--- src/rtl/seq_match_ctrl_if.sv ---
// Host-side bundle for seq_match_ctrl: configuration, scan control,
// serial sample input and match/status outputs.
interface seq_match_ctrl_if #(
   parameter int MAX_LEN = 8,
   parameter int LEN_W   = 4,
   parameter int CNT_W   = 8
);
   logic               cfg_we;
   logic [MAX_LEN-1:0] cfg_pattern;
   logic [LEN_W-1:0]   cfg_len;
   logic               cfg_overlap;
   logic [CNT_W-1:0]   cfg_target;
   logic               start;
   logic               x_valid;
   logic               x;
   logic               busy;
   logic               hit;
   logic [CNT_W-1:0]   match_count;
   logic               done;
   logic               cfg_err;

   modport master (
      output cfg_we, cfg_pattern, cfg_len, cfg_overlap, cfg_target,
      output start, x_valid, x,
      input  busy, hit, match_count, done, cfg_err
   );

   modport slave (
      input  cfg_we, cfg_pattern, cfg_len, cfg_overlap, cfg_target,
      input  start, x_valid, x,
      output busy, hit, match_count, done, cfg_err
   );
endinterface

--- src/rtl/seq_match_ctrl.sv ---
// Programmable serial pattern-match controller. Scans a qualified bit
// stream for a runtime-configured pattern, counts matches and stops when
// the target count is reached.
//
//   state  | meaning
//   -------+--------------------------------------------------------
//   S_IDLE | not scanning; configuration writes and start accepted
//   S_RUN  | scanning; samples accepted, configuration writes ignored
//   S_DONE | target reached; holds count until start or cfg write
module seq_match_ctrl #(
   parameter int MAX_LEN = 8,
   parameter int LEN_W   = 4,
   parameter int CNT_W   = 8
) (
   input logic             clk,
   input logic             reset,
   seq_match_ctrl_if.slave bus
);

   typedef enum logic [1:0] {
      S_IDLE = 2'd0,
      S_RUN  = 2'd1,
      S_DONE = 2'd2
   } state_t;

   state_t             state_q;
   logic [MAX_LEN-1:0] pat_q;
   logic [LEN_W-1:0]   len_q;
   logic               ovl_q;
   logic [CNT_W-1:0]   tgt_q;
   logic [MAX_LEN-1:0] hist_q;
   logic [LEN_W-1:0]   fill_q;
   logic [CNT_W-1:0]   cnt_q;
   logic               busy_q;
   logic               hit_q;
   logic               done_q;
   logic               err_q;

   logic [MAX_LEN-1:0] hist_d;
   logic [LEN_W-1:0]   fill_d;
   logic [CNT_W-1:0]   cnt_d;
   logic [MAX_LEN-1:0] len_mask;
   logic               is_match;
   logic               cfg_bad;

   // Post-shift history/fill and the match test against the stored pattern.
   // fill gates the compare, so stale history after a non-overlap hit is
   // never seen.
   always_comb begin
      hist_d   = {hist_q[MAX_LEN-2:0], bus.x};
      fill_d   = (fill_q == LEN_W'(MAX_LEN)) ? fill_q : fill_q + 1'b1;
      cnt_d    = (&cnt_q) ? cnt_q : cnt_q + 1'b1;
      len_mask = ~({MAX_LEN{1'b1}} << len_q);
      is_match = (fill_d >= len_q) && (((hist_d ^ pat_q) & len_mask) == '0);
      cfg_bad  = (bus.cfg_len == '0) || (bus.cfg_len > LEN_W'(MAX_LEN));
   end

   // Control FSM with registered status outputs.
   always_ff @(posedge clk) begin
      if (reset) begin
         state_q <= S_IDLE;
         pat_q   <= '0;
         len_q   <= LEN_W'(1);
         ovl_q   <= 1'b0;
         tgt_q   <= '0;
         hist_q  <= '0;
         fill_q  <= '0;
         cnt_q   <= '0;
         busy_q  <= 1'b0;
         hit_q   <= 1'b0;
         done_q  <= 1'b0;
         err_q   <= 1'b0;
      end else begin
         hit_q <= 1'b0;
         case (state_q)
            S_RUN: begin
               if (bus.start) begin
                  hist_q <= '0;
                  fill_q <= '0;
                  cnt_q  <= '0;
               end else if (bus.x_valid) begin
                  hist_q <= hist_d;
                  if (is_match) begin
                     hit_q  <= 1'b1;
                     cnt_q  <= cnt_d;
                     fill_q <= ovl_q ? fill_d : '0;
                     if ((tgt_q != '0) && (cnt_d == tgt_q)) begin
                        state_q <= S_DONE;
                        busy_q  <= 1'b0;
                        done_q  <= 1'b1;
                     end
                  end else begin
                     fill_q <= fill_d;
                  end
               end
            end
            default: begin
               // A configuration write always beats a same-cycle start.
               if (bus.cfg_we) begin
                  pat_q   <= bus.cfg_pattern;
                  len_q   <= bus.cfg_len;
                  ovl_q   <= bus.cfg_overlap;
                  tgt_q   <= bus.cfg_target;
                  err_q   <= cfg_bad;
                  state_q <= S_IDLE;
                  busy_q  <= 1'b0;
                  done_q  <= 1'b0;
               end else if (bus.start && !err_q) begin
                  hist_q  <= '0;
                  fill_q  <= '0;
                  cnt_q   <= '0;
                  state_q <= S_RUN;
                  busy_q  <= 1'b1;
                  done_q  <= 1'b0;
               end
            end
         endcase
      end
   end

   assign bus.busy        = busy_q;
   assign bus.hit         = hit_q;
   assign bus.match_count = cnt_q;
   assign bus.done        = done_q;
   assign bus.cfg_err     = err_q;

endmodule

--- src/flat_wrapper.sv ---
// flat-port wrapper written by rule: the top's interface ports become plain ports
module seq_match_ctrl_flat 
#(
   parameter int MAX_LEN = 8,
   parameter int LEN_W   = 4,
   parameter int CNT_W   = 8
)
  (clk, reset, bus_cfg_we, bus_cfg_pattern, bus_cfg_len, bus_cfg_overlap, bus_cfg_target, bus_start, bus_x_valid, bus_x, bus_busy, bus_hit, bus_match_count, bus_done, bus_cfg_err);
  seq_match_ctrl_if #(.MAX_LEN(MAX_LEN), .LEN_W(LEN_W), .CNT_W(CNT_W)) bus_i ();
  input logic clk;
  input logic reset;
  input wire logic [$bits(bus_i.cfg_we)-1:0] bus_cfg_we;
  input wire logic [$bits(bus_i.cfg_pattern)-1:0] bus_cfg_pattern;
  input wire logic [$bits(bus_i.cfg_len)-1:0] bus_cfg_len;
  input wire logic [$bits(bus_i.cfg_overlap)-1:0] bus_cfg_overlap;
  input wire logic [$bits(bus_i.cfg_target)-1:0] bus_cfg_target;
  input wire logic [$bits(bus_i.start)-1:0] bus_start;
  input wire logic [$bits(bus_i.x_valid)-1:0] bus_x_valid;
  input wire logic [$bits(bus_i.x)-1:0] bus_x;
  output wire logic [$bits(bus_i.busy)-1:0] bus_busy;
  output wire logic [$bits(bus_i.hit)-1:0] bus_hit;
  output wire logic [$bits(bus_i.match_count)-1:0] bus_match_count;
  output wire logic [$bits(bus_i.done)-1:0] bus_done;
  output wire logic [$bits(bus_i.cfg_err)-1:0] bus_cfg_err;
  assign bus_i.cfg_we = bus_cfg_we;
  assign bus_i.cfg_pattern = bus_cfg_pattern;
  assign bus_i.cfg_len = bus_cfg_len;
  assign bus_i.cfg_overlap = bus_cfg_overlap;
  assign bus_i.cfg_target = bus_cfg_target;
  assign bus_i.start = bus_start;
  assign bus_i.x_valid = bus_x_valid;
  assign bus_i.x = bus_x;
  assign bus_busy = bus_i.busy;
  assign bus_hit = bus_i.hit;
  assign bus_match_count = bus_i.match_count;
  assign bus_done = bus_i.done;
  assign bus_cfg_err = bus_i.cfg_err;
  seq_match_ctrl #(.MAX_LEN(MAX_LEN), .LEN_W(LEN_W), .CNT_W(CNT_W)) u_core (.clk(clk), .reset(reset), .bus(bus_i));
endmodule
--- config.mk ---
export PLATFORM = sky130hd
export DESIGN_NAME = seq_match_ctrl_flat
export DESIGN_NICKNAME = d
export VERILOG_FILES = /design/src/rtl/seq_match_ctrl_if.sv /design/src/rtl/seq_match_ctrl.sv /design/src/flat_wrapper.sv
export SDC_FILE = /design/constraint.sdc
export NUM_CORES = 1
export LEC_CHECK = 0
export ABC_AREA = 1
export CAP_MARGIN = 15
export CORE_UTILIZATION = 44
export CTS_CLUSTER_SIZE = 24
export DETAILED_ROUTE_END_ITERATION = 8
export PLACE_DENSITY = 0.68
export SLEW_MARGIN = 20
export SYNTH_ARGS = -nofsm -noshare
export SYNTH_HDL_FRONTEND = slang
export SYNTH_SLANG_ARGS = --single-unit
--- constraint.sdc ---
create_clock -name clk -period 4.7 [get_ports clk]
set_input_delay 1.175 -clock clk [delete_from_list [all_inputs] [get_ports clk]]
set_output_delay 1.175 -clock clk [all_outputs]
set_load 0.005 [all_outputs]
==> results.txt, run 1 <==
----------------------------------------------------
[Outcome]
  Outcome ... finished, final reports clean

[Logic synthesis]
  Post-synth EDFFs ... 0
  Net Count, Synth ... 405
  Fraction of synthesis flops using an asynchronous set or reset pin ... 0%
  Post-synthesis average cell area ... between 6 and 7 um2
  Area of the mapped netlist ... roughly 2400 um2
  FF+latch count, synth ... 44
  Warning count from the yosys run ... 0
  Seq/Total Area, Yosys ... 36.6%
  Post-synthesis cell count ... around 370
  Post-synth cell types ... 26
  Prevailing post-synth register cell ... dfxtp_1

[Floorplanning]
  Placeable Area ... 5170 um2
  Floorplan die area ... around 5800 um2
  Initial core utilization ... ~46%
  I/O pins ... 39
  Chip height ... 75.9 um
  Placement row count ... 26
  Chip width ... about 76 um

[GRT]
  Initial antenna violation count ... 0
  Largest net degree at the start of global routing ... 37
  Global router's overall resource usage ... 21.3%
  Number of global-route vias before repair ... approximately 2100
  Gr ovfl total ... 0
  First-pass GRT wire length ... 9830 um

[Detailed routing]
  Wire length reported by the detailed router ... 5670 um
  DR vias ... 2340
  Drt drc ... 0
  Iter 0 DRT Violations ... about 130
  Number of optimization iterations in the first detailed-route pass ... 5
  Post-route ant nets ... 0
  Average via count per standard cell ... 4.90
  WL/cell ... 11.9 um

[Final layout]
  Final-stage net count ... 441
  Most common cell after layout, fill and taps aside ... nand2_1
  Fraction of layout cells with a size suffix above 1 ... 4.66%
  Ant. Diodes ... 0
  Final cell utilization of the core ... 57.3%
  Most frequent cells in the layout ... nand2_1 (111), inv_1 (45), dfxtp_1 (44)
  Layout-stage area growth over the synthesis result ... 23.2%

[Worst hold path]
  Cell depth of the worst hold path ... 2
  HP Class ... flop to flop

[Timing]
  Largest clock skew in the final design ... about 0.0042 ns
  Shortest clock period the worst path allows after layout ... 2.98 ns
  Slew margin rel. ... approximately 44%
  Final setup violation count ... 0
  Unrepaired setup endpoints after global routing ... false
  Share of the cycle needed by the critical path after routing ... 63.4%
  Number of pins exceeding their max-slew limit in the final report ... 0
  Total count of hold-check failures in the final report ... 0
  Setup slack of the critical path after layout ... 1.72 ns
  Actual slew at the worst max-slew pin ... 0.830 ns
  Aggregate negative setup slack ... 0 ns
  Achievable Freq ... 336 MHz

[Place]
  Detailed placer's ending HPWL ... 4120 um
  Final weighted congestion in routability-driven placement ... 0.789
  Port Buf Inserts ... 38
  Post-placement setup slack ... 1.45 ns

[Worst setup path]
  Critical path data required time ... 4.86 ns
  Worst Path Max Fanout ... 36
  Kind of cell adding the most delay to the critical path ... buffers and inverters
  Number of buffers and inverters on the critical path ... 4
  Logic depth of the worst register-to-register path ... 13
  Master of the slowest instance on the critical path ... clkinv_1
  Kind of capture point of the worst setup path ... flop
  Total number of cells along the worst setup path ... 7
  Sequence of cells on the critical path ... clkdlybuf4s50_1 -> inv_1 -> nor2_1 -> buf_4 -> clkinv_1 -> o21ai_0 -> a21oi_1
  Crit Path Class ... primary input to flop
  Crit path largest cell delay ... 0.67 ns
  Endpoint arrival time on the critical path ... roughly 3.1 ns
  CP startpoint kind ... primary input

[Clock network]
  Hold-fix buffer count after cts ... 0
  Clock latency at the later pin of the worst-skew pair ... about 0.29 ns
  Resized Gates After CTS ... 0
  CTS max path bufs ... 2
  Clock-pin slew reported for the worst setup and hold paths after clock tree synthesis ... 0.08 ns
  Clk Tree Root Cell ... clkbuf_8
  H-tree levels ... 2
  Clock tree from TritonCTS ... done
  Inserted Clock Buffers ... 5
  Post-CTS setup repair buffer count ... 0
  Num Clock Sinks ... 44

[Power and ir drop]
  Power density over the cells ... slightly below 300 nW/um2
  Worst vdd rail ir drop ... 0.212 mV
  Leak Pwr ... between 1 and 1.5 nW

[Run]
  Count of max-cap constraint violations ... 0

----------------------------------------------------
## cell usage after synthesis (3+ instances only)
cell type | n | area, um2
ha_1 | 7 | 87.6
nor2_1 | 36 | 135
nand2_1 | 111 | 417
clkbuf_1 | 8 | 30.0
inv_1 | 45 | 169
dfxtp_1 | 44 | 881
nand2_2 | 3 | 18.8
nor3_1 | 3 | 15.0
a21oi_1 | 34 | 170
nand3_1 | 27 | 135
nand4_1 | 4 | 25.0
o21ai_0 | 24 | 120
xor2_1 | 5 | 43.8
## per-stage QoR
| step | std cells | power (mW) | hold slack [ns] | cell area (um2) |
|---|---|---|---|---|
| 3_5_place_dp | 470 | 0.555 | 0.458 | 2840 |
| 6_report | 478 | 0.864 | 0.471 | 2960 |
| 4_1_cts | 478 | 0.872 | 0.469 | 2960 |
| 3_3_place_gp | 470 | 0.553 | 0.457 | 2840 |
| 5_1_grt | 478 | 0.914 | 0.500 | 2960 |
| 2_1_floorplan | 371 | 0.501 | 0.443 | 2400 |
## metal layers
metal	GRT usage, %	wire length [um]	part of all wire [%]
met1	30.1	2840	50
met2	32.5	2510	44
met3	5.18	296	5.2
met4	5.19	21	0.37
met5	0	0	0
## worst paths after layout
kind / from / slack [ns] / to
worst max-delay path: bus_cfg_we / 1.72 / u_core.tgt_q[3]
worst min-delay path: u_core.pat_q[0] / 0.47 / u_core.pat_q[0]
worst max register to register: u_core.fill_q[0] / 2.26 / u_core.bus.match_count[2]
worst min register to register: u_core.pat_q[0] / 0.47 / u_core.pat_q[0]
## where the power goes
part | switching [mW] | total, mW | internal [mW]
logic | 0.0818 | 0.140 | 0.0582
clock network | 0.130 | 0.317 | 0.188
registers | 0.0149 | 0.406 | 0.392
## worst min-delay path: stages (launching register included)
cell and delay [ns]:
dfxtp_1 0.31, inv_1 0.06, a21oi_1 0.05
## kinds of logic (layout without fill, tap and decap cells)
group | count (synthesis) | count (layout) | share of synthesized area [%]
flip-flops | 44 | 44 | 36.6
AO/OA/AOI/OAI | 62 | 62 | 13.5
AND/OR/NAND/NOR | 193 | 193 | 34.1
buffers and inverters | 58 | 95 | 9.47
XOR/XNOR | 7 | 7 | 2.55
adder cells (fa/ha/maj) | 7 | 7 | 3.64
## final cells by class
class | instances | area [um2]
Sequential cell | 44 | 881
Inverter | 47 | 176
Multi-Input combinational cell | 269 | 1290
Clock inverter | 1 | 30.0
Clock buffer | 7 | 96.3
Timing Repair Buffer | 40 | 395
Fill cell | 521 | 2210
Tap cell | 70 | 87.6
## flip-flops by register name, summed over array words and instances, names as in the netlist
| register | cells |
|---|---|
| u_core.bus.cfg_err | 1 |
| u_core.ovl_q | 1 |
| u_core.bus.done | 1 |
| u_core.state_q | 1 |
| u_core.fill_q | 4 |
| u_core.hist_q | 7 |
| u_core.bus.hit | 1 |
| u_core.bus.match_count | 8 |
| u_core.tgt_q | 8 |
| u_core.pat_q | 8 |
| u_core.len_q | 4 |
(Power assumes the default switching activity.)
==> inputs of run 2 (changes only) <==
- clock period: 4.7 -> 2.8 ns (I/O delays scaled with it)
==> run 2 against run 1 <==
  * Clock skew up 0.0063 ns
  * Sequential power rose by 68%
  * First-iteration DRC count down 16%
  * Via count shrank 0.64%
  * Power is 56% higher
  * Non-clock buffer count rose by 3
  * Final area down 0.25%
  * Cell count increased by 0.42%
  * Clock power up 36%
  * Die area unchanged
==> results.txt, run 2 (same netlist as run 1, synthesis figures left out) <==
----------------------------------------------------
[Timing]
  Aggregate negative setup slack ... 0 ns (unchanged)
  Slew margin rel. ... 56.9% (+13 points)
  Number of pins exceeding their max-slew limit in the final report ... 0 (unchanged)
  Share of the cycle needed by the critical path after routing ... 84.8%
  Total count of hold-check failures in the final report ... 0 (unchanged)
  Achievable Freq ... 421 MHz
  Unrepaired setup endpoints after global routing ... false
  Actual slew at the worst max-slew pin ... 0.645 ns (-0.185 ns)
  Largest clock skew in the final design ... 0.0105 ns (+0.00631 ns)
  Shortest clock period the worst path allows after layout ... 2.37 ns
  Final Hold Slack ... 0.473 ns (+0.00185 ns)
  Final setup violation count ... 0 (unchanged)

[Worst setup path]
  Kind of cell adding the most delay to the critical path ... simple AND/OR/NAND/NOR gates
  Crit Path Class ... flop to flop
  Critical path data required time ... 3.00 ns (-1.86 ns)
  Worst Path Max Fanout ... 8 (-78%)
  Endpoint arrival time on the critical path ... 2.57 ns (-0.57 ns)
  Number of buffers and inverters on the critical path ... 2 (-2)
  Sequence of cells on the critical path ... inv_1 -> ha_1 -> nand2_1 -> nor2_1 -> xor2_1 -> inv_1 -> ha_1 -> nand3_1 -> nand3_1 -> nand3_1 -> nand2_1 -> nand2_1 -> a32o_1
  CP startpoint kind ... flop
  Kind of capture point of the worst setup path ... flop
  Master of the slowest instance on the critical path ... dfxtp_1
  Crit path largest cell delay ... 0.35 ns (-0.32 ns)

[Worst hold path]
  HP Class ... flop to flop

[Detailed routing]
  Metal-1 WL ... 2720 um (-4.2%)
  Uppermost metal layer occupied by signal nets ... met4
  Iter 0 DRT Violations ... 106 (-16%)
  Number of optimization iterations in the first detailed-route pass ... 4 (-1)
  Drt drc ... 0 (unchanged)
  WL/cell ... 11.4 um (-3.6%)
  Routed wl met3 ... 206 um (-30%)
  Met2 wirelength from detailed routing ... 2490 um (-0.88%)
  Wire length reported by the detailed router ... 5490 um (-3.2%)
  Average via count per standard cell ... 4.84 (-1.1%)
  DR vias ... 2325 (-0.64%)
  Post-route ant nets ... 0 (unchanged)

[Floorplanning]
  Chip height ... 75.9 um (unchanged)
  Placement row count ... 26 (unchanged)
  Placeable Area ... 5170 um2 (unchanged)
  Floorplan die area ... 5760 um2 (unchanged)
  Initial core utilization ... 46.5% (unchanged)
  Chip width ... 75.9 um (unchanged)
  I/O pins ... 39 (unchanged)

[Final layout]
  Flip-flop and latch area ... 881 um2 (unchanged)
  Multi-input gate area ... 1290 um2 (unchanged)
  Most frequent cells in the layout ... nand2_1 (111), inv_1 (45), dfxtp_1 (44)
  Ant. Diodes ... 0 (unchanged)
  Final-stage net count ... 444 (+0.68%)
  Most common cell after layout, fill and taps aside ... nand2_1
  Fraction of layout cells with a size suffix above 1 ... 5.12% (+0.47 points)
  Fill cell instance count of the final layout ... 504 (-3.3%)
  Layout-stage area growth over the synthesis result ... 22.9%

[Clock network]
  Post-CTS setup repair buffer count ... 0 (unchanged)
  Inserted Clock Buffers ... 5 (unchanged)
  H-tree levels ... 2 (unchanged)
  Resized Gates After CTS ... 0 (unchanged)
  CTS max path bufs ... 2 (unchanged)
  Hold-fix buffer count after cts ... 0 (unchanged)
  Num Clock Sinks ... 44 (unchanged)
  Clock-pin slew reported for the worst setup and hold paths after clock tree synthesis ... 0.08 ns (about the same)
  Clock latency at the later pin of the worst-skew pair ... 0.31 ns (+0.02 ns)
  Clock tree from TritonCTS ... done
  Clk Tree Root Cell ... clkbuf_8

[Place]
  Detailed placer's ending HPWL ... 4200 um (+1.9%)
  Port Buf Inserts ... 38 (unchanged)
  Final weighted congestion in routability-driven placement ... 0.865 (+9.6%)

[GRT]
  Largest net degree at the start of global routing ... 25 (-32%)
  Global router's overall resource usage ... 21.0% (-0.29 points)
  Gr ovfl total ... 0 (unchanged)
  Number of global-route vias before repair ... 2083 (-1.3%)
  Initial antenna violation count ... 0 (unchanged)
  First-pass GRT wire length ... 9640 um (-1.9%)

[Run]
  Count of max-cap constraint violations ... 0 (unchanged)

[Outcome]
  Outcome ... finished, final reports clean

[Power and ir drop]
  Power density over the cells ... 457 nW/um2 (+57%)
  Leak Pwr ... 1.33 nW (about the same)
  Worst vdd rail ir drop ... 0.350 mV (+65%)

----------------------------------------------------
==> run 2: changes by cell type in the layout (fill, tap and decap cells not counted), sizes merged <==
| cell | before | now |
|---|---|---|
| buf | 2 | 5 |
| bufinv | 1 | 0 |
==> run 2: final cells by class <==
type	count	share of cell area, %
sequential	44	29.8
clock buffer	7	3.26
inverter	47	5.97
tap	70	2.96
multi-input combinational	269	43.8
timing repair buffer	43	14.1
==> run 2: worst register-to-register path, cell delays in order, from the launching register on <==
cell     delay, ns
dfxtp_1       0.35
inv_1         0.10
ha_1          0.15
nand2_1       0.05
nor2_1        0.14
xor2_1        0.24
inv_1         0.07
ha_1          0.27
nand3_1       0.07
nand3_1       0.10
nand3_1       0.19
nand2_1       0.10
nand2_1       0.17
a32o_1        0.28
==> run 2: per-stage QoR <==
| stage | util [%] | setup WS (ns) | total power [mW] | std cells | cell area [um2] |
|---|---|---|---|---|---|
| final | 57.1 | 0.426 | 1.35 | 480 | 2950 |
| after global routing | 57.1 | 0.150 | 1.43 | 480 | 2950 |
| after CTS | 57.1 | 0.414 | 1.36 | 480 | 2950 |
| after detailed placement | 55.2 | 0.371 | 0.934 | 473 | 2860 |
| after global placement | 55.2 | 0.435 | 0.930 | 473 | 2860 |
| after floorplan | - | 0.754 | 0.841 | 371 | 2400 |
==> run 2: routing by layer <==
layer / vias up / track usage [%]
met5: - / 0
met4: 0 / 6.54
met3: 5 / 4.58
met2: 43 / 32.8
met1: 1025 / 28.9
li1: 1252 / -
==> run 2: where the power goes <==
part	internal [mW]	switching (mW)	total, mW
Sequential	0.657	0.0247	0.682
Combinational	0.101	0.135	0.236
Clock	0.220	0.211	0.431
==> run 2: path summary, 6_finish.rpt <==
check | start | endpoint | slack (ns) | cells past startpoint
worst min-delay path | u_core.pat_q[4] | u_core.pat_q[4] | 0.47 | 2
worst max-delay path | u_core.fill_q[0] | u_core.bus.match_count[1] | 0.43 | 13
worst min register to register | u_core.pat_q[4] | u_core.pat_q[4] | 0.47 | 2
worst max register to register | u_core.fill_q[0] | u_core.bus.match_count[1] | 0.43 | 13
